<file path="config.mk">
export PLATFORM = sky130hd
export DESIGN_NAME = instr_queue_reg_flat
export DESIGN_NICKNAME = d
export VERILOG_FILES = /design/src/rtl/instr_queue_reg_if.sv /design/src/rtl/instr_queue_reg.sv /design/src/flat_wrapper.sv
export SDC_FILE = /design/constraint.sdc
export NUM_CORES = 1
export LEC_CHECK = 0
export CORE_MARGIN = 2
export CORE_UTILIZATION = 50
export CTS_BUF_LIST = sky130_fd_sc_hd__clkbuf_16
export CTS_CLUSTER_DIAMETER = 150
export DETAILED_ROUTE_END_ITERATION = 8
export PLACE_DENSITY = 0.73
export SETUP_SLACK_MARGIN = 0.3
export SLEW_MARGIN = 10
export SYNTH_ARGS = -nofsm -noshare
export SYNTH_HDL_FRONTEND = slang
export SYNTH_SLANG_ARGS = --single-unit
export TNS_END_PERCENT = 50
</file>
<file path="constraint.sdc">
create_clock -name clk -period 3.1 [get_ports clk]
set_input_delay 0.62 -clock clk [delete_from_list [all_inputs] [get_ports clk]]
set_output_delay 0.62 -clock clk [all_outputs]
set_load 0.01 [all_outputs]
</file>
<file path="src/rtl/instr_queue_reg_if.sv">
// Instruction queue handshake bundle: source side drives master,
// queue drives slave. Parity lines exist only with INSQ_PARITY_EN.
interface instr_queue_reg_if #(
  parameter int INS_W = 16,
  parameter int OP_W  = 4,
  parameter int DEPTH = 4
);
  localparam int CNT_W = $clog2(DEPTH) + 1;

  logic               loadIR;
  logic [INS_W-1:0]   insin;
  logic               ins_ready;
  logic               next;
  logic               flush;
  logic               ir_valid;
  logic [OP_W-1:0]    opcode;
  logic [INS_W-OP_W-1:0] address;
  logic [CNT_W-1:0]   count;
  logic               full;
  logic               empty;
  logic               ovf;
  logic               udf;
`ifdef INSQ_PARITY_EN
  logic               ins_par;
  logic               par_err;
`endif

  modport master (
`ifdef INSQ_PARITY_EN
    output ins_par,
    input  par_err,
`endif
    output loadIR, insin, next, flush,
    input  ins_ready, ir_valid, opcode, address,
    input  count, full, empty, ovf, udf
  );

  modport slave (
`ifdef INSQ_PARITY_EN
    input  ins_par,
    output par_err,
`endif
    input  loadIR, insin, next, flush,
    output ins_ready, ir_valid, opcode, address,
    output count, full, empty, ovf, udf
  );
endinterface

</file>
<file path="src/rtl/instr_queue_reg.sv">
// DEPTH-entry instruction FIFO; head is the current instruction.
// Optional input parity check enabled by INSQ_PARITY_EN.
module instr_queue_reg #(
  parameter int INS_W = 16,
  parameter int OP_W  = 4,
  parameter int DEPTH = 4
) (
  input  logic              clk,
  input  logic              rst_n,
  instr_queue_reg_if.slave  bus
);
  localparam int CNT_W = $clog2(DEPTH) + 1;
  localparam int PTR_W = $clog2(DEPTH);
  localparam int AD_W  = INS_W - OP_W;

  logic [INS_W-1:0] mem [DEPTH];
  logic [PTR_W-1:0] rd_ptr;
  logic [PTR_W-1:0] wr_ptr;
  logic [CNT_W-1:0] cnt;
  logic             ovf_q;
  logic             udf_q;
  logic             full_w;
  logic             empty_w;
  logic             push;
  logic             pop;
  logic [INS_W-1:0] head;

  assign full_w  = (cnt == CNT_W'(DEPTH));
  assign empty_w = (cnt == '0);
  assign pop     = bus.next && !empty_w;

`ifdef INSQ_PARITY_EN
  logic par_ok;
  logic perr_q;
  assign par_ok = ~(^{bus.insin, bus.ins_par});
  assign push   = bus.loadIR && !full_w && par_ok;

  // sticky parity error on a ready push with bad parity
  always_ff @(posedge clk or negedge rst_n) begin
    if (!rst_n)
      perr_q <= 1'b0;
    else if (bus.flush)
      perr_q <= 1'b0;
    else if (bus.loadIR && !full_w && !par_ok)
      perr_q <= 1'b1;
  end

  assign bus.par_err = perr_q;
`else
  assign push = bus.loadIR && !full_w;
`endif

  // storage write; flush leaves stale data, pointers hide it
  always_ff @(posedge clk or negedge rst_n) begin
    if (!rst_n) begin
      for (int i = 0; i < DEPTH; i++)
        mem[i] <= '0;
    end else if (!bus.flush && push) begin
      mem[wr_ptr] <= bus.insin;
    end
  end

  // pointers, occupancy and sticky flags
  always_ff @(posedge clk or negedge rst_n) begin
    if (!rst_n) begin
      rd_ptr <= '0;
      wr_ptr <= '0;
      cnt    <= '0;
      ovf_q  <= 1'b0;
      udf_q  <= 1'b0;
    end else if (bus.flush) begin
      rd_ptr <= '0;
      wr_ptr <= '0;
      cnt    <= '0;
      ovf_q  <= 1'b0;
      udf_q  <= 1'b0;
    end else begin
      if (push)
        wr_ptr <= wr_ptr + PTR_W'(1);
      if (pop)
        rd_ptr <= rd_ptr + PTR_W'(1);
      if (push && !pop)
        cnt <= cnt + CNT_W'(1);
      else if (pop && !push)
        cnt <= cnt - CNT_W'(1);
      if (bus.loadIR && full_w)
        ovf_q <= 1'b1;
      if (bus.next && empty_w)
        udf_q <= 1'b1;
    end
  end

  assign head = mem[rd_ptr];

  assign bus.ins_ready = !full_w;
  assign bus.ir_valid  = !empty_w;
  assign bus.opcode    = empty_w ? '0 : head[INS_W-1 -: OP_W];
  assign bus.address   = empty_w ? '0 : head[AD_W-1:0];
  assign bus.count     = cnt;
  assign bus.full      = full_w;
  assign bus.empty     = empty_w;
  assign bus.ovf       = ovf_q;
  assign bus.udf       = udf_q;
endmodule

</file>
<file path="src/flat_wrapper.sv">
// flat-port wrapper written by rule: the top's interface ports become plain ports
module instr_queue_reg_flat 
#(
  parameter int INS_W = 16,
  parameter int OP_W  = 4,
  parameter int DEPTH = 4
)
  (clk, rst_n, bus_loadIR, bus_insin, bus_next, bus_flush, bus_ins_ready, bus_ir_valid, bus_opcode, bus_address, bus_count, bus_full, bus_empty, bus_ovf, bus_udf);
  instr_queue_reg_if #(.INS_W(INS_W), .OP_W(OP_W), .DEPTH(DEPTH)) bus_i ();
  input  logic clk;
  input  logic rst_n;
  input wire logic [$bits(bus_i.loadIR)-1:0] bus_loadIR;
  input wire logic [$bits(bus_i.insin)-1:0] bus_insin;
  input wire logic [$bits(bus_i.next)-1:0] bus_next;
  input wire logic [$bits(bus_i.flush)-1:0] bus_flush;
  output wire logic [$bits(bus_i.ins_ready)-1:0] bus_ins_ready;
  output wire logic [$bits(bus_i.ir_valid)-1:0] bus_ir_valid;
  output wire logic [$bits(bus_i.opcode)-1:0] bus_opcode;
  output wire logic [$bits(bus_i.address)-1:0] bus_address;
  output wire logic [$bits(bus_i.count)-1:0] bus_count;
  output wire logic [$bits(bus_i.full)-1:0] bus_full;
  output wire logic [$bits(bus_i.empty)-1:0] bus_empty;
  output wire logic [$bits(bus_i.ovf)-1:0] bus_ovf;
  output wire logic [$bits(bus_i.udf)-1:0] bus_udf;
  assign bus_i.loadIR = bus_loadIR;
  assign bus_i.insin = bus_insin;
  assign bus_i.next = bus_next;
  assign bus_i.flush = bus_flush;
  assign bus_ins_ready = bus_i.ins_ready;
  assign bus_ir_valid = bus_i.ir_valid;
  assign bus_opcode = bus_i.opcode;
  assign bus_address = bus_i.address;
  assign bus_count = bus_i.count;
  assign bus_full = bus_i.full;
  assign bus_empty = bus_i.empty;
  assign bus_ovf = bus_i.ovf;
  assign bus_udf = bus_i.udf;
  instr_queue_reg #(.INS_W(INS_W), .OP_W(OP_W), .DEPTH(DEPTH)) u_core (.clk(clk), .rst_n(rst_n), .bus(bus_i));
endmodule
</file>
==> results of run 1 <==
-- logic make-up (layout without fill, tap and decap cells) --
group | Yosys count | count (layout) | share of synthesized area, %
compound gates | 15 | 15 | 2.84
flops | 73 | 73 | 51.9
mux | 83 | 83 | 32.7
fa+ha+maj | 5 | 5 | 1.99
buf+inv | 23 | 80 | 3.59
xor+xnor | 2 | 2 | 0.498
simple gates | 38 | 38 | 6.50
-- per-stage QoR --
stage                     util (%)  power (µW)  setup slack, ps  hold slack [ps]  area (µm²)
after floorplan                  -        2520              803              324        3520
after global placement        60.1        3110              389              482        4080
after detailed placement      60.1        3160              279              489        4080
after CTS                     64.2        4140              312              227        4360
after global routing          64.3        4360              270              236        4370
final                         64.3        4100              361              218        4370
-- layout by cell type, fill, tap and decap left out, drive strengths merged --
cell / instances
clkinv: 3
clkdlybuf4s50: 44
o311ai: 1
mux2: 66
a31o: 1
nand3: 5
o21ai: 3
nor2: 11
a211oi: 1
clkbuf: 9
a21o: 1
dfrtp: 73
bufinv: 1
nor2b: 17
and3: 2
o21a: 1
a21oi: 4
ha: 4
a221oi: 1
o31ai: 1
mux2i: 1
fa: 1
xor2: 2
a311oi: 1
nor3: 1
buf: 12
and3b: 1
inv: 11
mux4: 16
or3b: 1
-- cell usage after synthesis (all sizes together) --
cell	n
a211oi	1
mux2i	1
fa	1
dfrtp	73
o31ai	1
a311oi	1
o21a	1
nor3	1
or3b	1
o21ai	3
o311ai	1
mux4	16
clkbuf	5
nand3	5
a31o	1
xor2	2
mux2	66
and3b	1
a21oi	4
inv	8
nor2	11
ha	4
a221oi	1
nor2b	17
and3	2
a21o	1
buf	10
-- registers in the layout, indices dropped and copies added (netlist names) --
signal,cells
u_core.mem,64
u_core.bus.count,3
u_core.rd_ptr,2
u_core.wr_ptr,2
u_core.bus.ovf,1
u_core.bus.udf,1
-- critical path, cell delays in order, from the launching register on --
cell and delay [ps]:
dfrtp_1 480, or3b_1 590, inv_1 180, clkdlybuf4s50_1 550
-- cell type report --
cell class / instances / area, µm² / area share [%]
Tap cell: 96 / 120 / 2.75
Clock buffer: 9 / 225 / 5.15
Inverter: 8 / 30.0 / 0.687
Timing Repair Buffer: 56 / 541 / 12.4
Clock inverter: 7 / 55.1 / 1.26
Sequential cell: 73 / 1830 / 41.8
Multi-Input combinational cell: 143 / 1570 / 36.0
-- power by group --
part | switching (µW) | internal (µW)
Clock | 355 | 608
Combinational | 581 | 1030
Sequential | 208 | 1310
Total | 1140 | 2950
-- per-layer routing --
layer,track usage (%),share of wire (%),vias to the layer above
li1,-,-,968
met2,29.2,49,34
met3,3.39,3.0,11
met5,0,0,-
met1,26.3,47,1053
met4,8.39,1.5,0
-- worst max path at each step --
| stage | startpoint | to | slack [ps] | depth (start not counted) |
|---|---|---|---|---|
| finish | u_core.bus.count[1] | bus_full | 360 | 3 |
| CTS | u_core.rd_ptr[0] | bus_address[2] | 310 | 4 |
| global route | u_core.bus.count[1] | bus_full | 270 | 3 |
| global placement | bus_next | u_core.bus.count[2] | 390 | 7 |
| floorplan | u_core.bus.count[0] | u_core.bus.count[2] | 800 | 8 |
| detailed placement | bus_next | u_core.bus.count[2] | 280 | 7 |
-- repair_timing --
action,CTS,global route
gates resized for setup,1,0
endpoints found under the setup margin,13,14
setup buffers,0,1
==> qor.txt, run 1 <==
Status -> finished clean
HP Class -> input port to asynchronous set/reset pin
Vias in the first global route -> 2124
Yosys warnings -> 0
DP Wirelength -> 4180 µm
Site Rows -> 30
Reg2Reg Launch Point -> u_core.bus.count[1]
Die Height -> 87.9 µm
Post-Syn Area -> 3520 µm²
RD Place Congestion -> 0.840
Worst r2r path cells -> 6
Chip width -> 87.9 µm
GRT Residual Overflow -> 0
Crit Path Max Fanout -> 9
Largest net degree at the start of global routing -> 33
CTS tree -> done
Worst EP arrival -> 2120 ps
Leakage -> 0.00192 µW
Leading area contributor after synthesis -> dfrtp_1
CTS root buf -> clkbuf_16
Final-stage net count -> 317
Final count of hold timing violations -> 0
First DRT Iteration DRCs -> 63
Final setup violation count -> 0
WP data required -> 2480 ps
Mapped Cells -> 239
DRC Markers -> 0
Crit. End Element -> primary output
First-pass GRT wire length -> 10800 µm
Slew @ Worst Pin -> 485 ps
Final Cycle Share -> 88.3%
Maximum VDD drop -> 0.486 mV
Worst-path clk slew -> 60 ps
TritonCTS Buffers -> 9
Max Freq -> 0.365 GHz
Fillers -> 503
Fin Setup TNS -> 0 ps
Slew HR -> 67.7%
Max_cap viols -> 0
Antenna violations before repair -> 0
Die ar. -> 7730 µm²
Vias per inst -> 5.27
Syn avg cell area -> 14.7 µm²
Setup crit start kind -> flip-flop
Final Max Slew Viols -> 0
DP Cell Count -> 375
CTS Buffer Depth -> 2
# diodes -> 0
Deepest level of the CTS H-tree -> 3
I/O pin total -> 46
Clock Latency Late Sink -> 320 ps
Worst R2R Setup Slack -> 580 ps
Layout cells sized above 1 -> 38.5%
Worst reg2reg path endpoint -> u_core.bus.count[2]
Pwr Density -> 937 nW/µm²
Sequential share of the synthesized area -> 51.9%
Initial Utilization -> 51.8%
FF+latch count, synth -> 73
Routed WL -> 6370 µm
Core area -> 6790 µm²
Total GRT Usage -> 18.8%
Cts hold-fix bufs -> 0
Routed len/inst -> 16.2 µm
Post-Syn Nets -> 265
Skew final -> 6.91 ps
Worst setup path category -> flip-flop to primary output
Final critical-path required period -> 2740 ps
Main area contributors after synthesis -> dfrtp_1 52%, mux2_2 18%, mux4_2 10%, mux2_4 4.3%, nor2b_1 3.0%
Post-Layout Cell Count -> 392
Post-synth top area share -> 51.9%
Yosys cell types -> 32
RSZ-0062 raised after global routing -> true
CTS sink count -> 73
Antenna viol nets, final -> 0
IO Port Bufs -> 45
Layout area overhead -> 24.2%
First drt pass iteration count -> 4
DR vias -> 2066
Power figures use the tool's default switching activity.
==> inputs of run 2 (changes only) <==
- CORE_UTILIZATION: 50 -> 55
- CTS_CLUSTER_DIAMETER: 150 -> 40
- PLACE_DENSITY: 0.73 -> 0.8
==> qor.txt, run 2 (synthesis results as in run 1) <==
Leakage -> 0.00193 µW (+0.85%)
Final setup violation count -> 0 (unchanged)
Initial Utilization -> 56.1% (+4.3 points)
Fin Setup TNS -> 0 ps (unchanged)
Total GRT Usage -> 21.9% (+3.0 points)
Die Height -> 84.0 µm (-4.4%)
Crit path max-delay cell type -> mux4_2
Vias in the first global route -> 2286 (+7.6%)
Setup crit start kind -> flip-flop
Largest net degree at the start of global routing -> 43 (+30%)
Die ar. -> 7060 µm² (-8.7%)
Most frequent cells in the layout -> 71 x dfrtp_1, 56 x mux2_2, 44 x clkdlybuf4s50_1
Deepest level of the CTS H-tree -> 3 (unchanged)
Antenna violations before repair -> 0 (unchanged)
Switching Fraction -> 28.4% (+0.44 points)
Slew HR -> 49.9% (-18 points)
IO Port Bufs -> 45 (unchanged)
Core area -> 6280 µm² (-7.6%)
First drt pass iteration count -> 4 (unchanged)
Int Pwr -> 3060 µW (+3.6%)
Routed WL -> 6950 µm (+9.2%)
Skew final -> 6.84 ps (-0.0625 ps)
Sequential share of power -> 36.4% (-0.8 points)
Vias per inst -> 5.74 (+8.9%)
CTS Buffer Depth -> 2 (unchanged)
Pwr Density -> 970 nW/µm² (+3.5%)
RD Place Congestion -> 0.770 (-8.3%)
Critical path's largest stage delay -> 500 ps (-90 ps)
Routed len/inst -> 18.6 µm (+14%)
Site Rows -> 29 (-3.3%)
Antenna viol nets, final -> 0 (unchanged)
Clock power share -> 25.4% (+1.9 points)
HP Class -> input port to asynchronous set/reset pin
Layout area overhead -> 25.1%
Worst setup path category -> flip-flop to primary output
Final count of hold timing violations -> 0 (unchanged)
Max Freq -> 0.378 GHz (+3.5%)
Crit. End Element -> primary output
Worst-path clk slew -> 60 ps (about the same)
Placed Instance Area -> 4080 µm² (about the same)
Slew @ Worst Pin -> 752 ps (+267 ps)
Post-Layout Cell Count -> 374 (-4.6%)
Largest Register -> u_core.mem
Largest register FFs -> 64 (unchanged)
DP Cell Count -> 357 (-4.8%)
CTS tree -> done
Final critical-path required period -> 2650 ps (-91.7 ps)
RSZ-0062 raised after global routing -> false
Psw -> 1210 µW (+5.9%)
First DRT Iteration DRCs -> 149 (+140%)
Crit Path Max Fanout -> 13 (+4)
Most common cell after layout, fill and taps aside -> dfrtp_1
Clock Latency Late Sink -> 330 ps (about the same)
Layout cells sized above 1 -> 40.1% (+1.6 points)
First-pass GRT wire length -> 11800 µm (+9.7%)
Status -> finished clean
CTS root buf -> clkbuf_16
Worst EP arrival -> 2030 ps (-90 ps)
WP data required -> 2480 ps (about the same)
# diodes -> 0 (unchanged)
Final-stage net count -> 318 (+0.32%)
DP Wirelength -> 4400 µm (+5.3%)
Chip width -> 84.0 µm (-4.4%)
TritonCTS Buffers -> 9 (unchanged)
CTS sink count -> 73 (unchanged)
Final Cell Area -> 4400 µm² (+0.72%)
Seq. cell area -> 1830 µm² (about the same)
Multi-input logic area -> 1580 µm² (+0.16%)
Maximum VDD drop -> 0.581 mV (+19%)
Worst path cell trace -> buf_12, mux4_2, nor2b_1, clkdlybuf4s50_1
GRT Residual Overflow -> 0 (unchanged)
Fillers -> 435 (-14%)
DR vias -> 2147 (+3.9%)
I/O pin total -> 46 (unchanged)
Final Max Slew Viols -> 0 (unchanged)
DRC Markers -> 0 (unchanged)
Max_cap viols -> 0 (unchanged)
Combinational Power Share -> 38.2% (-1.1 points)
Final Cycle Share -> 85.4% (-3.0 points)
==> run 2: cell types whose count changed in the layout (fill, tap and decap cells not counted), sizes merged <==
cell    before  now
buf         12   13
bufinv       1    2
clkinv       3    4
inv         11    9
==> run 2: layout make-up <==
type,instances,share of cell area [%]
Clock inverter,7,1.96
Tap cell,77,2.19
Timing Repair Buffer,57,12.7
Inverter,8,0.682
Multi-Input combinational cell,143,35.8
Sequential cell,73,41.5
Clock buffer,9,5.12
==> run 2: metrics by stage <==
stage,power [µW],setup WS (ps),hold WS (ps),utilization (%)
after global routing,4520,378,418,70.1
after CTS,4300,314,378,70.0
after floorplan,2520,803,324,-
after detailed placement,3190,551,491,65.0
after global placement,3130,573,481,65.0
final,4270,453,357,70.1
==> run 2: what timing repair did <==
action | CTS | global route
setup buffers | 0 | 1
hold buffers | 0 | 0
resized for setup | 2 | 1
setup endpoints to repair | 16 | 12
==> run 2: path summary, 6_finish.rpt <==
check	startpoint	to	slack, ps	cells past startpoint
hold reg to reg	u_core.mem[18]	u_core.mem[18]	500	1
setup / recovery	u_core.rd_ptr[0]	bus_address[7]	450	4
max in group asynchronous	rst_n	u_core.mem[52]	2070	2
setup reg to reg	u_core.bus.count[2]	u_core.bus.count[2]	750	6
min in group clk	u_core.mem[18]	u_core.mem[18]	500	1
hold / removal	rst_n	u_core.mem[13]	360	1
==> run 2: routing by layer <==
| metal | track usage (%) | wire length (µm) |
|---|---|---|
| met1 | 29.7 | 3050 |
| met4 | 8.21 | 83 |
| met3 | 3.56 | 212 |
| met5 | 0 | 0 |
| met2 | 35.8 | 3610 |
==> run 2: power by group through the flow <==
stage / clock, µW / sequential [µW] / combinational [µW]
finish: 1080 / 1550 / 1630
global route: 1150 / 1610 / 1770
CTS: 1100 / 1560 / 1640
detailed placement: 0 / 1570 / 1620
global placement: 0 / 1550 / 1580
floorplan: 0 / 1460 / 1060
==> run 2: critical path: cells and delay by family (launching register included) <==
family	cells	cell delay (ps)
muxes	1	500
DFF	1	400
and+or+nand+nor	1	150
buffers and inverters	2	640
